### config.mk
export PLATFORM = sky130hd
export DESIGN_NAME = regbank_8088_read_port
export DESIGN_NICKNAME = d
export VERILOG_FILES = /design/src/rtl/regbank_8088_read_port_pkg.sv /design/src/rtl/regbank_8088_read_port_rd_mux.sv /design/src/rtl/regbank_8088_read_port.sv
export SDC_FILE = /design/constraint.sdc
export NUM_CORES = 1
export LEC_CHECK = 0
export CORE_UTILIZATION = 40
export DETAILED_ROUTE_END_ITERATION = 10
export HOLD_SLACK_MARGIN = 0.02
export PLACE_DENSITY = 0.6
export REMOVE_ABC_BUFFERS = 1
export SYNTH_ARGS = -nofsm -noshare
export SYNTH_HDL_FRONTEND = slang
export SYNTH_SLANG_ARGS = --single-unit
### constraint.sdc
create_clock -name clk -period 3.1 [get_ports clk]
set_clock_uncertainty 0.1 [all_clocks]
set_input_delay 0.465 -clock clk [delete_from_list [all_inputs] [get_ports clk]]
set_output_delay 0.465 -clock clk [all_outputs]
set_load 0.01 [all_outputs]
### src/rtl/regbank_8088_read_port_pkg.sv
// Shared definitions for the 8088 register bank: address encoding, read FSM
// states, SP reset default and the high-byte write lane helper.
package regbank_8088_pkg;

  // 4-bit register address encoding, shared by the read and write sides
  localparam logic [3:0] DIR_AL = 4'b0000;
  localparam logic [3:0] DIR_CL = 4'b0001;
  localparam logic [3:0] DIR_DL = 4'b0010;
  localparam logic [3:0] DIR_BL = 4'b0011;
  localparam logic [3:0] DIR_AH = 4'b0100;
  localparam logic [3:0] DIR_CH = 4'b0101;
  localparam logic [3:0] DIR_DH = 4'b0110;
  localparam logic [3:0] DIR_BH = 4'b0111;
  localparam logic [3:0] DIR_AX = 4'b1000;
  localparam logic [3:0] DIR_CX = 4'b1001;
  localparam logic [3:0] DIR_DX = 4'b1010;
  localparam logic [3:0] DIR_BX = 4'b1011;
  localparam logic [3:0] DIR_SP = 4'b1100;
  localparam logic [3:0] DIR_BP = 4'b1101;
  localparam logic [3:0] DIR_SI = 4'b1110;
  localparam logic [3:0] DIR_DI = 4'b1111;

  localparam logic [15:0] SP_INIT_DEFAULT = 16'h0000;

  typedef enum logic [0:0] {
    ST_IDLE = 1'b0,
    ST_ACK  = 1'b1
  } rd_state_e;

  // Value written to a high byte: the upper lane when the whole pair is
  // written, otherwise the 8-bit operand that travels on the low lane.
  function automatic logic [7:0] hi_byte_data(input logic lo_en, input logic [15:0] wdata);
    hi_byte_data = lo_en ? wdata[15:8] : wdata[7:0];
  endfunction

endpackage

### src/rtl/regbank_8088_read_port_rd_mux.sv
// Combinational read selector: maps a 4-bit register address onto the
// twelve stored bytes/words and zero-extends the 8-bit views.
module regbank_rd_mux
  import regbank_8088_pkg::*;
(
  input  logic [3:0]  dir_i,
  input  logic [7:0]  al_i,
  input  logic [7:0]  ah_i,
  input  logic [7:0]  bl_i,
  input  logic [7:0]  bh_i,
  input  logic [7:0]  cl_i,
  input  logic [7:0]  ch_i,
  input  logic [7:0]  dl_i,
  input  logic [7:0]  dh_i,
  input  logic [15:0] sp_i,
  input  logic [15:0] bp_i,
  input  logic [15:0] si_i,
  input  logic [15:0] di_i,
  output logic [15:0] rd_val_o
);

  // Select the addressed view
  always_comb begin
    rd_val_o = 16'h0000;
    case (dir_i)
      DIR_AL:  rd_val_o = {8'h00, al_i};
      DIR_CL:  rd_val_o = {8'h00, cl_i};
      DIR_DL:  rd_val_o = {8'h00, dl_i};
      DIR_BL:  rd_val_o = {8'h00, bl_i};
      DIR_AH:  rd_val_o = {8'h00, ah_i};
      DIR_CH:  rd_val_o = {8'h00, ch_i};
      DIR_DH:  rd_val_o = {8'h00, dh_i};
      DIR_BH:  rd_val_o = {8'h00, bh_i};
      DIR_AX:  rd_val_o = {ah_i, al_i};
      DIR_CX:  rd_val_o = {ch_i, cl_i};
      DIR_DX:  rd_val_o = {dh_i, dl_i};
      DIR_BX:  rd_val_o = {bh_i, bl_i};
      DIR_SP:  rd_val_o = sp_i;
      DIR_BP:  rd_val_o = bp_i;
      DIR_SI:  rd_val_o = si_i;
      DIR_DI:  rd_val_o = di_i;
      default: rd_val_o = 16'h0000;
    endcase
  end

endmodule

### src/rtl/regbank_8088_read_port.sv
// 8088 register bank storage plus a four-phase req/ack read port.
// Optional feature: define REGBANK_RD_FWD_EN to forward a write committing
// on the read-acceptance edge into the captured read data.
module regbank_8088_read_port
  import regbank_8088_pkg::*;
#(
  parameter logic [15:0] SP_INIT = SP_INIT_DEFAULT
) (
  input  logic        clk,
  input  logic        rst_n,
  input  logic        WAL,
  input  logic        WAH,
  input  logic        WBL,
  input  logic        WBH,
  input  logic        WCL,
  input  logic        WCH,
  input  logic        WDL,
  input  logic        WDH,
  input  logic        WSP,
  input  logic        WBP,
  input  logic        WSI,
  input  logic        WDI,
  input  logic [15:0] WData,
  input  logic        rd_req,
  input  logic [3:0]  rd_dir,
  output logic        rd_ack,
  output logic [15:0] rd_data
);

  logic [7:0]  al_q, ah_q, bl_q, bh_q, cl_q, ch_q, dl_q, dh_q;
  logic [7:0]  al_d, ah_d, bl_d, bh_d, cl_d, ch_d, dl_d, dh_d;
  logic [15:0] sp_q, bp_q, si_q, di_q;
  logic [15:0] sp_d, bp_d, si_d, di_d;

  rd_state_e   state_q, state_d;
  logic [15:0] rd_data_q, rd_data_d;
  logic [15:0] mux_val;

  // Next register contents: every asserted enable applies independently
  always_comb begin
    al_d = WAL ? WData[7:0] : al_q;
    bl_d = WBL ? WData[7:0] : bl_q;
    cl_d = WCL ? WData[7:0] : cl_q;
    dl_d = WDL ? WData[7:0] : dl_q;
    ah_d = WAH ? hi_byte_data(WAL, WData) : ah_q;
    bh_d = WBH ? hi_byte_data(WBL, WData) : bh_q;
    ch_d = WCH ? hi_byte_data(WCL, WData) : ch_q;
    dh_d = WDH ? hi_byte_data(WDL, WData) : dh_q;
    sp_d = WSP ? WData : sp_q;
    bp_d = WBP ? WData : bp_q;
    si_d = WSI ? WData : si_q;
    di_d = WDI ? WData : di_q;
  end

  // Register storage; writes commit every edge regardless of the read FSM
  always_ff @(posedge clk or negedge rst_n) begin
    if (!rst_n) begin
      al_q <= 8'h00; ah_q <= 8'h00; bl_q <= 8'h00; bh_q <= 8'h00;
      cl_q <= 8'h00; ch_q <= 8'h00; dl_q <= 8'h00; dh_q <= 8'h00;
      sp_q <= SP_INIT;
      bp_q <= 16'h0000;
      si_q <= 16'h0000;
      di_q <= 16'h0000;
    end else begin
      al_q <= al_d; ah_q <= ah_d; bl_q <= bl_d; bh_q <= bh_d;
      cl_q <= cl_d; ch_q <= ch_d; dl_q <= dl_d; dh_q <= dh_d;
      sp_q <= sp_d;
      bp_q <= bp_d;
      si_q <= si_d;
      di_q <= di_d;
    end
  end

`ifdef REGBANK_RD_FWD_EN
  // Next-state view: bytes written this edge are forwarded, the rest equal storage
  regbank_rd_mux u_rd_mux (
    .dir_i   (rd_dir),
    .al_i    (al_d), .ah_i (ah_d), .bl_i (bl_d), .bh_i (bh_d),
    .cl_i    (cl_d), .ch_i (ch_d), .dl_i (dl_d), .dh_i (dh_d),
    .sp_i    (sp_d), .bp_i (bp_d), .si_i (si_d), .di_i (di_d),
    .rd_val_o(mux_val)
  );
`else
  // Storage view only: a write on the acceptance edge is not visible
  regbank_rd_mux u_rd_mux (
    .dir_i   (rd_dir),
    .al_i    (al_q), .ah_i (ah_q), .bl_i (bl_q), .bh_i (bh_q),
    .cl_i    (cl_q), .ch_i (ch_q), .dl_i (dl_q), .dh_i (dh_q),
    .sp_i    (sp_q), .bp_i (bp_q), .si_i (si_q), .di_i (di_q),
    .rd_val_o(mux_val)
  );
`endif

  // Read handshake next state; data is snapshotted only on acceptance
  always_comb begin
    state_d   = state_q;
    rd_data_d = rd_data_q;
    case (state_q)
      ST_IDLE: begin
        if (rd_req) begin
          state_d   = ST_ACK;
          rd_data_d = mux_val;
        end else begin
          state_d   = ST_IDLE;
        end
      end
      ST_ACK: begin
        if (rd_req) begin
          state_d = ST_ACK;
        end else begin
          state_d = ST_IDLE;
        end
      end
      default: begin
        state_d   = ST_IDLE;
        rd_data_d = 16'h0000;
      end
    endcase
  end

  // Read FSM state and captured data
  always_ff @(posedge clk or negedge rst_n) begin
    if (!rst_n) begin
      state_q   <= ST_IDLE;
      rd_data_q <= 16'h0000;
    end else begin
      state_q   <= state_d;
      rd_data_q <= rd_data_d;
    end
  end

  assign rd_ack  = (state_q == ST_ACK);
  assign rd_data = rd_data_q;

endmodule

==> out/results.ini, run 1 <==
[outcome]
status=finished clean

[sta]
maxSlewViolCount=0
finalHoldViolations=0
max_slew_margin_pct=34.2
holdWs_ps=385
fmax_ghz=0.436
setup-tns-final_ps=0
fin_crit_sh_pct=74.0
finalSetupViolations=0
min_period_ps=2290
worst_slack_ps=806
worst_pin_slew_ps=985
rsz0062_at_grt=no

[placement]
place.gp.congestion=0.807
hpwl_um=13000
dpl_worst_slack_ps=435
placed_area_sq_um=7890
dp_cells=835
port_buffers=51

[clock_network]
path_clk_slew_ps=60
root_buffer=clkbuf_16
cts_sinks=145
cts_made_buffers=17
cts_buffer_depth=2
htree_levels=4
cts_tree=yes
post_cts_resize_count=0
worstSkewPairLatency_ps=420

[run]
max_cap_violations=0

[critical_path]
start_kind=input pin
path_class=in2reg
cp.required_ps=3340
crit_path_max_incr_delay_ps=830
path_delay_family=simple AND/OR/NAND/NOR gates
critPathMaxFanout=10
crit_chain=clkdlybuf4s50_1, nor2b_1, a22o_1, a222oi_1, a31oi_1
crit_buf_inv=1
critPathSlowestCell=nor2b_1
cp.arrival_ps=2530
end_kind=flop

[global_routing]
grt_max_degree=81
antenna_found_initial=0
globalRouteOverflowTotal=0
grt_usage_pct=23.9
grt_pass1_wl_um=32100
grt_pass1_vias=5283

[routing]
wl_um=20400
post_drt_wl_per_cell_um=23.5
dr.pass1.iters=4
drtIter0Drc=421
route.vias.total=5112
ant_nets=0
vias_per_cell=5.89
drcViolationCount=0

[pwr]
p_clk_share_pct=39.9
powerDensity_nw_per_um2=597
netSwitchingFraction_pct=26.9
power_leakage_nw=3.54
pwr-share-comb_pct=15.9
power.total_mw=5.06
power_frac_seq_pct=44.2
p_sw_mw=1.36
ir_worst_vdd_mv=0.390
p_int_mw=3.70

[synth]
avgSynthCellArea_sq_um=12.2
yosysTopAreaCell=dfrtp_1
synthTopCellsByArea=dfrtp_1 50%, mux2_2 17%, mux2i_1 8.8%, a21oi_1 2.7%, a22o_1 2.7%
synth-async-reset-ratio_pct=100
ys_ff_latch=145
yosysTopAreaCellShare_pct=50.3
seq_area_frac_synth_pct=50.3
synth_warnings=0
synth_edf_count=0
synthesis.area_sq_um=7210
synth_cell_type_count=46
synth_ff_type=dfrtp_1
synthCells=593

[die]
initial_utilization_pct=41.4
die_y_um=136
fp.dieW_um=136
die_area_sq_um=18600
core_area_sq_um=17400
ios=52
row_count=48

[finish]
drive_gt1_share_pct=26.1
layout.cells.non_filler=868
antenna_cells=0
design_area_sq_um=8470
nets=665
finish.utilization_pct=48.7
area_growth_pct=17.6

[hold_path]
hp-class=reg2reg

## sequential cells by signal (all words and copies together) (netlist names)
signal and flops:
bh_q 8, si_q 16, ah_q 8, bp_q 16
dl_q 8, di_q 16, bl_q 8, sp_q 16
rd_ack 1, al_q 8, cl_q 8, rd_data 16
dh_q 8, ch_q 8
## cell usage in the layout (no fill, tap or decap), types with 2 or more instances in the layout
cell             instances
a221oi_1                 5
a22o_1                  22
nor3b_1                  2
mux2i_1                 63
and2_1                   3
nand2_1                  9
mux4_2                   3
clkdlybuf4s50_1         48
o211ai_1                 2
a221o_1                  2
nand2b_1                 8
clkbuf_16               17
buf_12                   2
clkinvlp_4               5
inv_1                    4
a31oi_1                  2
dfrtp_1                145
nor2_1                  37
nor3_1                   2
o21ai_0                  7
o21ai_1                  3
buf_2                    2
a32o_1                   4
buf_4                   20
a211oi_1                 7
a222oi_1                 2
bufinv_16                2
mux2_2                 106
nor2b_1                 10
nand3_1                  3
o221ai_1                 2
nand4_1                  2
o2bb2ai_1                7
a22oi_1                 10
a21oi_1                 39
clkinv_2                 5
o22ai_1                 16
## layer usage
layer / GRT usage (%) / vias up / part of all wire [%]
li1: - / 2275 / -
met1: 32.3 / 2660 / 45
met2: 38.8 / 151 / 49
met3: 4.92 / 26 / 4.3
met4: 6.30 / 0 / 1.5
met5: 0 / - / 0
## final timing paths
check	startpoint	end	slack [ps]	cells after the start
min reg2reg	rd_data[14]	rd_data[14]	390	2
min	rd_data[14]	rd_data[14]	390	2
max reg2reg	rd_ack	rd_data[2]	1230	4
min in group asynchronous	rst_n	si_q[5]	570	2
max in group asynchronous	rst_n	di_q[3]	1550	3
max	rd_dir[3]	rd_data[2]	810	5
## cells in the mapped netlist, types with 2 or more instances
cell,number
mux2i_1,63
a22o_1,22
buf_2,22
mux2_2,106
inv_1,4
and2_1,3
o221ai_1,2
buf_1,6
nand2_1,9
a222oi_1,2
dfrtp_1,145
buf_4,2
a31oi_1,2
a22oi_1,10
buf_6,3
a221oi_1,5
o211ai_1,2
o22ai_1,16
nand2b_1,8
o21ai_1,3
nor3b_1,2
o2bb2ai_1,7
mux4_2,3
nand3_1,3
nor2_1,37
a21oi_1,39
nor3_1,2
a32o_1,4
clkbuf_1,21
o21ai_0,7
a211oi_1,7
nor2b_1,10
nand4_1,2
a221o_1,2
## area by class of cell
class,instances,area (sq um)
tap,225,282
clock inverter,14,140
fill,1552,8940
multi-input combinational,388,3270
timing repair buffer,74,702
clock buffer,18,439
sequential,145,3630
inverter,4,15.0
## worst reg2reg max path, delay by kind of cell, from the launching register on
family             cells  cell delay, ps
DFF                    1             390
and+or+nand+nor        2             970
AOI/OAI and AO/OA      2             290
## power by group through the flow
stage                     Combinational (mW)  Sequential (mW)  Clock [mW]
after global placement                 0.786             2.26           0
after floorplan                        0.397             2.24           0
after global routing                   0.871             2.26        2.14
after CTS                              0.808             2.24        2.06
after detailed placement               0.804             2.27           0
final                                  0.804             2.24        2.02
## kinds of logic after synthesis
group           after synthesis  share of synthesized area (%)
mux                         173                           26.6
flops                       145                           50.3
compound gates              133                           13.1
simple gates                 82                           5.66
buf+inv                      60                           4.31
## repair_timing
item	4_1_cts	5_1_grt
hold buffers	1	0
hold endpoints to repair	1	0
setup buffers	0	0
Power figures use the tool's default switching activity.
==> run 2: changes to the inputs <==
--- a/config.mk
+++ b/config.mk
@@ -8,7 +8,7 @@
 export CORE_UTILIZATION = 40
 export DETAILED_ROUTE_END_ITERATION = 10
 export HOLD_SLACK_MARGIN = 0.02
-export PLACE_DENSITY = 0.6
+export PLACE_DENSITY = 0.62
 export REMOVE_ABC_BUFFERS = 1
 export SYNTH_ARGS = -nofsm -noshare
 export SYNTH_HDL_FRONTEND = slang
==> constraint.sdc (replaced) <==
create_clock -name clk -period 1.9 [get_ports clk]
set_clock_uncertainty 0.1 [all_clocks]
set_input_delay 0.285 -clock clk [delete_from_list [all_inputs] [get_ports clk]]
set_output_delay 0.285 -clock clk [all_outputs]
set_load 0.01 [all_outputs]
==> out/results.ini, run 2 (synthesis gave the netlist of run 1 again) <==
[clock_network]
cts_sinks=145
cts_tree=yes
htree_levels=4
cts_made_buffers=17
root_buffer=clkbuf_16
worstSkewPairLatency_ps=420
post-cts-setup-buffers=0
path_clk_slew_ps=60
cts_buffer_depth=2

[hold_path]
hp-class=in2async

[sta]
worst_pin_slew_ps=630
fin_crit_sh_pct=93.7
holdWs_ps=189
finalSetupViolations=0
min_period_ps=1780
finalHoldViolations=0
maxSlewViolCount=0
fmax_ghz=0.562
rsz0062_at_grt=no
max_slew_margin_pct=57.9

[run]
max_cap_violations=0

[pwr]
powerDensity_nw_per_um2=947
ir_worst_vdd_mv=0.618
power_leakage_nw=3.78

[critical_path]
crit_buf_inv=1
cp.required_ps=1510
crit_chain=clkdlybuf4s50_1
cp.arrival_ps=1400
start_kind=flop
path_class=reg2out
end_kind=primary output
critPathSlowestCell=clkdlybuf4s50_1
path_delay_family=buffers and inverters
crit_path_max_incr_delay_ps=570
critPathMaxFanout=2

[global_routing]
globalRouteOverflowTotal=0
grt_usage_pct=23.0
grt_pass1_vias=5490
antenna_found_initial=0
grt_pass1_wl_um=31300
grt_max_degree=70

[routing]
post_drt_wl_per_cell_um=21.8
route.vias.total=5206
drcViolationCount=0
vias_per_cell=5.75
wl_um=19700
dr.pass1.iters=5
drtIter0Drc=454
ant_nets=0

[finish]
nets=704
multiInputGateArea_sq_um=3270
drive_gt1_share_pct=30.1
area_growth_pct=23.9
finish.utilization_pct=51.3
antenna_cells=0
regArea_sq_um=3630
final_cell_mix=145 x dfrtp_1, 106 x mux2_2, 63 x mux2i_1
num-fill-cells=1521
layout_commonest_cell=dfrtp_1

[placement]
hpwl_um=13500
place.gp.congestion=0.828
port_buffers=51

[die]
ios=52
die_area_sq_um=18600
die_y_um=136
row_count=48
initial_utilization_pct=41.4
core_area_sq_um=17400
fp.dieW_um=136

[outcome]
status=finished clean

==> run 2: cell types whose count changed in the layout (fill, tap and decap cells not counted) <==
cell and change:
clkinv_2 -4, inv_6 +1, buf_12 +11, buf_4 +28
clkbuf_1 +1, bufinv_16 +1
==> run 2: power by group <==
part / internal [mW] / total [mW] / switching [mW]
Sequential: 3.42 / 3.65 / 0.228
Clock: 2.10 / 3.41 / 1.32
Combinational: 0.742 / 1.39 / 0.652
==> run 2: area by class of cell <==
cell class / instances / share of cell area [%]
Tap cell: 225 / 3.15
Timing Repair Buffer: 113 / 12.7
Clock buffer: 19 / 4.96
Sequential cell: 145 / 40.6
Multi-Input combinational cell: 388 / 36.6
Inverter: 4 / 0.168
Clock inverter: 12 / 1.78
==> run 2: through the flow <==
step                      setup WS (ps)  power (mW)  instance area [sq um]  setup TNS (ps)  std cells
after floorplan                     208        4.30                   6910               0        537
after global placement             -313        5.06                   8320           -3350        874
after detailed placement           -260        5.10                   8320           -3260        874
after CTS                           119        8.51                   8930               0        906
after global routing               46.4        8.81                   8930               0        906
final                               120        8.46                   8930               0        906
==> run 2: worst paths after layout <==
| kind | slack [ps] | from | endpoint | cells after the start |
|---|---|---|---|---|
| worst max-delay path | 120 | rd_data[7] | rd_data[7] | 1 |
| worst min-delay path | 190 | rst_n | di_q[5] | 2 |
| worst max register to register | 130 | rd_ack | rd_data[0] | 5 |
| worst min register to register | 380 | rd_data[15] | rd_data[15] | 2 |
| max in group asynchronous | 870 | rst_n | rd_data[8] | 3 |
| min in group clk | 260 | rd_req | rd_ack | 1 |
==> run 2: layer usage <==
metal | GRT usage, % | wire length [um] | vias up
li1 | - | - | 2357
met1 | 30.2 | 8520 | 2656
met2 | 37.1 | 9640 | 157
met3 | 4.33 | 1040 | 36
met4 | 9.69 | 539 | 0
met5 | 0 | 0 | -
==> run 2: what timing repair did <==
item | 4_1_cts | 5_1_grt
endpoints found under the hold margin | 145 | 0
gates resized for setup | 0 | 0
setup endpoints to repair | 0 | 0
hold buffers | 1 | 0
